**config.mk**
```make
export PLATFORM = sky130hd
export DESIGN_NAME = demux3out3b_buf
export DESIGN_NICKNAME = d
export VERILOG_FILES = /design/src/rtl/demux3out3b_buf_pkg.sv /design/src/rtl/demux3out3b_buf_slot.sv /design/src/rtl/demux3out3b_buf.sv
export SDC_FILE = /design/constraint.sdc
export NUM_CORES = 1
export LEC_CHECK = 0
export CAP_MARGIN = 20
export CORE_MARGIN = 2
export CORE_UTILIZATION = 46
export CTS_CLUSTER_DIAMETER = 150
export DETAILED_ROUTE_END_ITERATION = 8
export PLACE_DENSITY = 0.88
export SLEW_MARGIN = 25
export SYNTH_ARGS = -nofsm -noshare
export SYNTH_HDL_FRONTEND = slang
export SYNTH_SLANG_ARGS = --single-unit
export TNS_END_PERCENT = 1
```
**constraint.sdc**
```tcl
create_clock -name clock -period 3.6 [get_ports clock]
set_input_delay 0.72 -clock clock [delete_from_list [all_inputs] [get_ports clock]]
set_output_delay 0.72 -clock clock [all_outputs]
set_load 0.1 [all_outputs]
```
**src/rtl/demux3out3b_buf_pkg.sv**
```systemverilog
// Shared constants for the 1-to-3 registered demultiplexer: payload width,
// channel codes and slot count.
package demux3out3b_buf_pkg;

  localparam int DATA_W    = 3;
  localparam int NUM_SLOTS = 3;

  typedef enum logic [1:0] {
    CH1     = 2'd0,
    CH2     = 2'd1,
    CH3     = 2'd2,
    CH_NONE = 2'd3
  } channel_t;

endpackage

```
**src/rtl/demux3out3b_buf_slot.sv**
```systemverilog
// One-entry holding slot: captures d on load and keeps it until acknowledged.
// A load in the same cycle as an ack refills the slot without a bubble.
module demux_slot #(
  parameter int W = 3
) (
  input  logic         clock,
  input  logic         reset,
  input  logic         load,
  input  logic         ack,
  input  logic [W-1:0] d,
  output logic [W-1:0] q,
  output logic         valid,
  output logic         free
);

  logic [W-1:0] q_reg;
  logic         valid_reg;

  always_ff @(posedge clock) begin
    if (reset) begin
      q_reg     <= '0;
      valid_reg <= 1'b0;
    end else if (load) begin
      q_reg     <= d;
      valid_reg <= 1'b1;
    end else if (ack) begin
      // data stays put; only the valid flag drops
      valid_reg <= 1'b0;
    end
  end

  assign q     = q_reg;
  assign valid = valid_reg;
  assign free  = ~valid_reg | ack;

endmodule

```
**src/rtl/demux3out3b_buf.sv**
```systemverilog
// Registered 1-to-3 demultiplexer: steers the producer stream into one of three
// holding slots by control code; code 3 is dropped and counted.
module demux3out3b_buf
  import demux3out3b_buf_pkg::*;
#(
  parameter int DATA_W = demux3out3b_buf_pkg::DATA_W,
  parameter int CNT_W  = 4
) (
  input  logic              clock,
  input  logic              reset,
  input  logic [DATA_W-1:0] in_data,
  input  logic              in_valid,
  input  logic [1:0]        control,
  output logic              in_ready,
  output logic [DATA_W-1:0] out1,
  output logic [DATA_W-1:0] out2,
  output logic [DATA_W-1:0] out3,
  output logic [2:0]        out_valid,
  input  logic [2:0]        out_ack,
  output logic [CNT_W-1:0]  drop_cnt,
  output logic              drop_err
);

  localparam logic [CNT_W-1:0] CNT_MAX = {CNT_W{1'b1}};

  logic [NUM_SLOTS-1:0] load;
  logic [NUM_SLOTS-1:0] free;
  logic [DATA_W-1:0]    slot_q [NUM_SLOTS];
  logic                 accept;
  logic                 drop;

  logic [CNT_W-1:0] drop_cnt_reg;
  logic             drop_err_reg;

  always_comb begin
    in_ready = 1'b1;
    case (control)
      CH1:     in_ready = free[0];
      CH2:     in_ready = free[1];
      CH3:     in_ready = free[2];
      default: in_ready = 1'b1;
    endcase
  end

  assign accept = in_valid & in_ready;
  assign drop   = accept & (control == CH_NONE);

  generate
    for (genvar gi = 0; gi < NUM_SLOTS; gi++) begin : g_slot
      assign load[gi] = accept & (control == gi[1:0]);

      demux_slot #(.W(DATA_W)) u_slot (
        .clock (clock),
        .reset (reset),
        .load  (load[gi]),
        .ack   (out_ack[gi]),
        .d     (in_data),
        .q     (slot_q[gi]),
        .valid (out_valid[gi]),
        .free  (free[gi])
      );
    end
  endgenerate

  always_ff @(posedge clock) begin
    if (reset) begin
      drop_cnt_reg <= '0;
      drop_err_reg <= 1'b0;
    end else if (drop) begin
      if (drop_cnt_reg != CNT_MAX) begin
        drop_cnt_reg <= drop_cnt_reg + 1'b1;
      end
      drop_err_reg <= 1'b1;
    end
  end

  assign out1     = slot_q[0];
  assign out2     = slot_q[1];
  assign out3     = slot_q[2];
  assign drop_cnt = drop_cnt_reg;
  assign drop_err = drop_err_reg;

endmodule

```
Word level (Yosys, flattened, before mapping)
Index checks and enable logic that the tools add are counted.

word-level totals
  register bits = 17
  output and inout bits = 18
  bits of input ports = 11
  logic and storage cells = 36

cells by class
  equality and inequality tests = 4
  add/subtract/negate cells = 1
  muxes and demuxes = 7
  bitwise operators = 11
  reduce and logical (&&, ||, !) cells = 5

operator list
  operator               count
  $mux W1                6
  $reduce_bool A2 Y1     3
  $and A1 B1 Y1          5
  $add A4 B1 Y4 const B  1
  $eq A2 B2 Y1 const B   2
  $ne A4 B4 Y1 const B   1
  $not A1 Y1             3
  $or A1 B1 Y1           3
  $pmux W1 S3            1
  $eq A2 B1 Y1 const B   1
  $logic_not A2 Y1       1
  $reduce_and A2 Y1      1

Logic depth before layout (Yosys ltp)
Gate-level depths: netlist (run 1).

  depth after elaboration = 6
  gate-level depth with buffers = 4
  gate-level depth less buffers = 4

Modules after synthesis
A second synthesis (run 1) with hierarchy kept.

unflattened totals
  cells, all modules = 71
  area total of the unflattened synthesis = 699.4 sq um

by module, submodules not included
  module           times used  seq. area each (sq um)  cells each  area each (sq um)
  demux_slot       3           80.1                    13          136.4
  demux3out3b_buf  1           100.1                   32          290.3

Worst setup path after synthesis (run 1)
Ideal clock, no wire load.

  path kind = in2out
  start = input out_ack[0]
  end = output in_ready
  buffers on the path = 0
  cell stages on the path = 3
  slack = -129 ps
  data required time = 2880 ps
  arrival = 3009 ps
  cells stage by stage = nand2b_1 > o21ai_0 > o21ai_0

on the way
  cells in the longest elaborated chain, start to end = 2

RTL lines
  element       line                        RTL
  from (decl)   demux3out3b_buf.sv:19       input logic [2:0] out_ack,
  $or A1 B1 Y1  demux3out3b_buf_slot.sv:34  assign free = ~valid_reg | ack;
  $pmux W1 S3   demux3out3b_buf.sv:37       case (control)
  to (decl)     demux3out3b_buf.sv:14       output logic in_ready,

Every way passes these cells.

Worst setup path in the final report (run 1)
  start = register drop_cnt_reg[2], in the netlist drop_cnt[2]
  end = output drop_cnt[2]

RTL lines
  element                 line                   RTL
  from (decl)             demux3out3b_buf.sv:32  logic [CNT_W-1:0] drop_cnt_reg;
  from (signal assigned)  demux3out3b_buf.sv:71  drop_cnt_reg <= drop_cnt_reg + 1'b1;
  to (decl)               demux3out3b_buf.sv:20  output logic [CNT_W-1:0] drop_cnt,

No word-level cell between the ends.

==> impl_metrics.toml, run 1 <==
[outcome]
status = "finished clean"

[yosys]
syn_avg_cell_area_um2 = 10.1
synth-seq-cells = 17
synth_top_area_share_pct = 43.1
netlist_area_um2 = 790
yosys.area.top_type = "dfxtp_1"
syn_inst = 78
synth_fp_nets = 90
ys_seq_area_share_pct = 43.1
yosys_warnings = 0
synth_area_leaders = "dfxtp_1 43%, mux2i_1 13%, nand2b_1 13%"
synth_cell_types = 24

[final_layout]
largest_reg_flops = 9
areaGrowthSynthToFinish_pct = 37.4
fillerInstances = 129
fin_cells = 121
diodes = 0
mostFrequentLayoutCells = "27 x clkdlybuf4s50_1, 17 x dfxtp_1, 16 x nand2b_1"
final_util_pct = 69.6
drive_above_1_share_pct = 10.5
design_area_um2 = 1080
num-nets-final = 118
layout_commonest_cell = "clkdlybuf4s50_1"

[grt]
antenna_found_initial = 0
grt_pass1_wl_mm = 2.50
grt_usage_pct = 17.1
grt_pass1_vias = 595
grt-ovfl-total = 0
grt_start_max_net_pins = 23

[timing]
fin_crit_sh_pct = 74.4
period_needed_ps = 2680
fin_skew_ps = 6.77
maxSlewViolCount = 0
relSlewSlack_pct = 34.5
rsz0062_at_grt = "no"
hold_viol = 0
setup_viol = 0
fin_setup_tns_ps = 0
worstMarginPinSlew_ps = 980
max_freq_mhz = 373

[drt]
wirelength_mm = 1.59
top_layer = "met4"
dr_wl_met3_um = 74
drc = 0
avgViaCountPerCell = 5.29
drt_pass1_iterations = 4
num_vias = 640
wl_met2_um = 796
wl_met1_um = 702
wl_per_cell_um = 13.1
drtAntennaViolNets = 0
first_iter_violations = 10

[pwr]
p_leak_uw = 0.000409
power.density_nw_per_um2 = 370
max-vdd-ir-drop_mv = 0.233

[min_path]
hp-class = "register to register"

[die]
core_area_um2 = 1560
start_util_pct = 50.6
die-height_um = 45.4
die_w_um = 45.4
row_count = 14
die_area_um2 = 2060
pin_count = 29

[cts]
ctsRootBufferMaster = "clkbuf_4"
cts_setup_buffers = 0
clock_latency_ps = 290
cts.htree.levels = 1
cts_resized = 0
ctsHoldBuffers = 0
clkSinkCount = 17
clkTransAtPathRegs_ps = 100
clk_path_buf_depth = 2
cts_tree = "yes"
numCtsBuffers = 3

[worst_setup_path]
end_kind = "primary output"
required_ps = 2880
slowest_delay_ps = 1200
critPathBufInv = 1
cp_max_fo = 6
critical_path_class = "register to primary output"
cp-start-kind = "register"
path_delay_family = "buffers and inverters"
arrival_ps = 1960
critical_path.cell_chain = "clkdlybuf4s50_1"
slowest_stage = "clkdlybuf4s50_1"

[placed_design]
dp.cells = 117
dpl_cell_area_um2 = 1060
port_buffers = 28
place.gp.congestion = 0.727
hpwl_mm = 1.18

[run]
drv_cap = 0
[per-layer routing]
metal	vias up	global-route usage [%]
met1	294	20.8
met3	2	2.38
li1	321	-
met2	23	29.0
met5	-	0
met4	0	8.82
[kinds of logic (layout without fill, tap and decap cells)]
| family | Yosys count | in the layout | share of synthesized area (%) |
|---|---|---|---|
| buffers and inverters | 5 | 32 | 3.80 |
| muxes | 11 | 11 | 14.6 |
| DFF | 17 | 17 | 43.1 |
| AOI/OAI and AO/OA | 9 | 9 | 8.87 |
| adders and majority gates | 1 | 1 | 1.58 |
| and+or+nand+nor | 35 | 35 | 28.1 |
[Yosys cell counts (all sizes together)]
cell and count:
a31oi 1, mux2 1, nand2 3, buf 3, and3 1, nand2b 16
dfxtp 17, nand3b 1, o21ai 3, ha 1, a21oi 3, nor2 3
mux2i 10, nor3 4, nor4b 1, nor3b 1, nand4b 1, a41oi 1
clkbuf 2, nand3 2, o21ba 1, nor2b 2
[worst reg2reg max path: stages (launching register included)]
cell and delay (ps):
dfxtp_1 370, ha_1 280, a31oi_4 240, mux2_4 310
[area by class of cell]
type | instances | area [um^2] | share of cell area, %
multi-input cells | 56 | 419 | 38.6
flip-flops and latches | 17 | 340 | 31.4
repair buffers | 28 | 278 | 25.6
clock buffers | 3 | 22.5 | 2.08
well taps | 16 | 20.0 | 1.85
clock inverters | 1 | 5.00 | 0.461
[per-stage QoR]
stage / worst slack, ps / hold WS, ps / total power, uW
after floorplan: 622 / 489 / 275
after global placement: 1030 / 450 / 302
after detailed placement: 984 / 463 / 303
after CTS: 921 / 486 / 406
after global routing: 892 / 515 / 415
final: 922 / 482 / 402
[power by group]
part           switching (uW)  internal [uW]
sequential               3.86            194
clock                    61.7           41.3
combinational            68.4           32.1
total                     134            268
[final timing paths]
check                                         startpoint                        to  slack, ps  depth (start not counted)
worst min-delay path               drop_err$_SDFFE_PP0P_     drop_err$_SDFFE_PP0P_        480                          2
worst max register to register  drop_cnt[0]$_SDFFE_PP0P_  drop_cnt[0]$_SDFFE_PP0P_       2300                          3
worst min register to register     drop_err$_SDFFE_PP0P_     drop_err$_SDFFE_PP0P_        480                          2
worst max-delay path            drop_cnt[2]$_SDFFE_PP0P_               drop_cnt[2]        920                          1
No activity file was read; power rests on OpenSTA's default activity.
==> run 2: changes to the inputs <==
--- a/config.mk
+++ b/config.mk
@@ -7,10 +7,10 @@
 export LEC_CHECK = 0
 export CAP_MARGIN = 20
 export CORE_MARGIN = 2
-export CORE_UTILIZATION = 46
+export CORE_UTILIZATION = 42
 export CTS_CLUSTER_DIAMETER = 150
 export DETAILED_ROUTE_END_ITERATION = 8
-export PLACE_DENSITY = 0.88
+export PLACE_DENSITY = 0.82
 export SLEW_MARGIN = 25
 export SYNTH_ARGS = -nofsm -noshare
 export SYNTH_HDL_FRONTEND = slang
==> constraint.sdc (replaced) <==
create_clock -name clock -period 2.5 [get_ports clock]
set_input_delay 0.5 -clock clock [delete_from_list [all_inputs] [get_ports clock]]
set_output_delay 0.5 -clock clock [all_outputs]
set_load 0.1 [all_outputs]
==> run 2 against run 1 <==
Compared with the run above:
- worst setup slack worse by 550 ps
- combinational power is 44% higher
- global-route usage is 0.84 points lower
- power is 44% higher
- count of clock-buffer cells in the layout stayed put
- flip-flop and latch count stayed put
- wire length is 1.9% lower
- utilization is 8.3 points lower
- sequential power is 44% higher
- critical path type is now input pin to primary output
- largest cell class unchanged
==> impl_metrics.toml, run 2 (same netlist as run 1, synthesis figures left out) <==
[pwr]
power.density_nw_per_um2 = 541
p_leak_uw = 0.000448
max-vdd-ir-drop_mv = 0.324
power_uw = 579

[final_layout]
diodes = 0
fillerInstances = 153
mostFrequentLayoutCells = "17 x dfxtp_1, 17 x buf_4, 16 x nand2b_1"
num-nets-final = 118
largest_reg_flops = 9
drive_above_1_share_pct = 27.6
areaGrowthSynthToFinish_pct = 35.5

[cts]
cts_setup_buffers = 0
ctsHoldBuffers = 0
ctsRootBufferMaster = "clkbuf_4"
clkSinkCount = 17
clk_path_buf_depth = 2
cts_resized = 0
numCtsBuffers = 3
cts_tree = "yes"
clkTransAtPathRegs_ps = 100
cts.htree.levels = 1
clock_latency_ps = 290

[die]
pin_count = 29
core_area_um2 = 1750
die_area_um2 = 2240
die_w_um = 47.4
start_util_pct = 45.2
row_count = 15
die-height_um = 47.4

[grt]
antenna_found_initial = 0
grt-ovfl-total = 0
grt_pass1_wl_mm = 2.44
grt_pass1_vias = 585
grt_usage_pct = 16.2
grt_start_max_net_pins = 23

[worst_setup_path]
critical_path_class = "input pin to primary output"
required_ps = 2000
end_kind = "primary output"
cp_max_fo = 7
arrival_ps = 1630
cp-start-kind = "input pin"

[drt]
drtAntennaViolNets = 0
num_vias = 648
wirelength_mm = 1.56
first_iter_violations = 13
wl_per_cell_um = 12.0
drc = 0
avgViaCountPerCell = 4.98
drt_pass1_iterations = 3

[outcome]
status = "finished clean"

[placed_design]
port_buffers = 28
place.gp.congestion = 0.710
hpwl_mm = 1.10

[timing]
hold_viol = 0
fin_crit_sh_pct = 85.0
setup_viol = 0
maxSlewViolCount = 0
relSlewSlack_pct = 60.4
max_freq_mhz = 470
worstMarginPinSlew_ps = 592
fin_setup_tns_ps = 0
fin_skew_ps = 2.17
rsz0062_at_grt = "no"
period_needed_ps = 2130

[min_path]
hp-class = "register to register"

[run]
drv_cap = 0
run 2: cell count changes in the layout (fill, tap and decap cells not counted):
cell	previous run	this run
buf_12	0	1
buf_4	1	17
clkdlybuf4s50_1	27	10
o21ai_1	1	0
o21ai_2	0	1
run 2: area by class of cell:
| type | count | area (um^2) | share of cell area, % |
|---|---|---|---|
| tap | 25 | 31.3 | 2.92 |
| clock buffer | 3 | 22.5 | 2.11 |
| clock inverter | 1 | 5.00 | 0.468 |
| sequential | 17 | 340 | 31.8 |
| multi-input combinational | 56 | 423 | 39.5 |
| timing repair buffer | 28 | 248 | 23.2 |
run 2: metal layers:
metal	up-vias	global-route usage (%)	wire, um
met5	-	0	0
met2	18	26.5	764
met3	5	3.46	76
met1	302	19.3	680
met4	0	10.0	38
li1	323	-	-
run 2: final timing paths:
path / to / slack (ps) / depth (start not counted) / startpoint
setup reg to reg: drop_cnt[0]$_SDFFE_PP0P_ / 1170 / 3 / drop_cnt[0]$_SDFFE_PP0P_
hold / removal: g_slot[1].u_slot.q[1]$_SDFFE_PP0P_ / 480 / 2 / g_slot[1].u_slot.q[1]$_SDFFE_PP0P_
hold reg to reg: g_slot[1].u_slot.q[1]$_SDFFE_PP0P_ / 480 / 2 / g_slot[1].u_slot.q[1]$_SDFFE_PP0P_
setup / recovery: in_ready / 370 / 4 / control[1]
run 2: critical path, stage by stage:
cell and delay (ps):
clkdlybuf4s50_1 650, o21ai_0 170, o21ai_2 110, buf_12 190
run 2: stage by stage:
step	hold WS, ps	instance area (um^2)	setup WS, ps	util (%)	instances
global placement	454	1040	402	59.7	126
detailed placement	466	1040	377	59.7	126
CTS	487	1070	364	61.3	130
floorplan	489	793	475	-	78
finish	479	1070	374	61.3	130
global route	499	1070	291	61.3	130
run 2: report_power, final:
| part | leakage, uW | switching, uW | internal, uW |
|---|---|---|---|
| Sequential | 0.000138 | 5.86 | 280 |
| Combinational | 0.000292 | 99.0 | 46.0 |
| Clock | 0.0000177 | 88.7 | 59.5 |
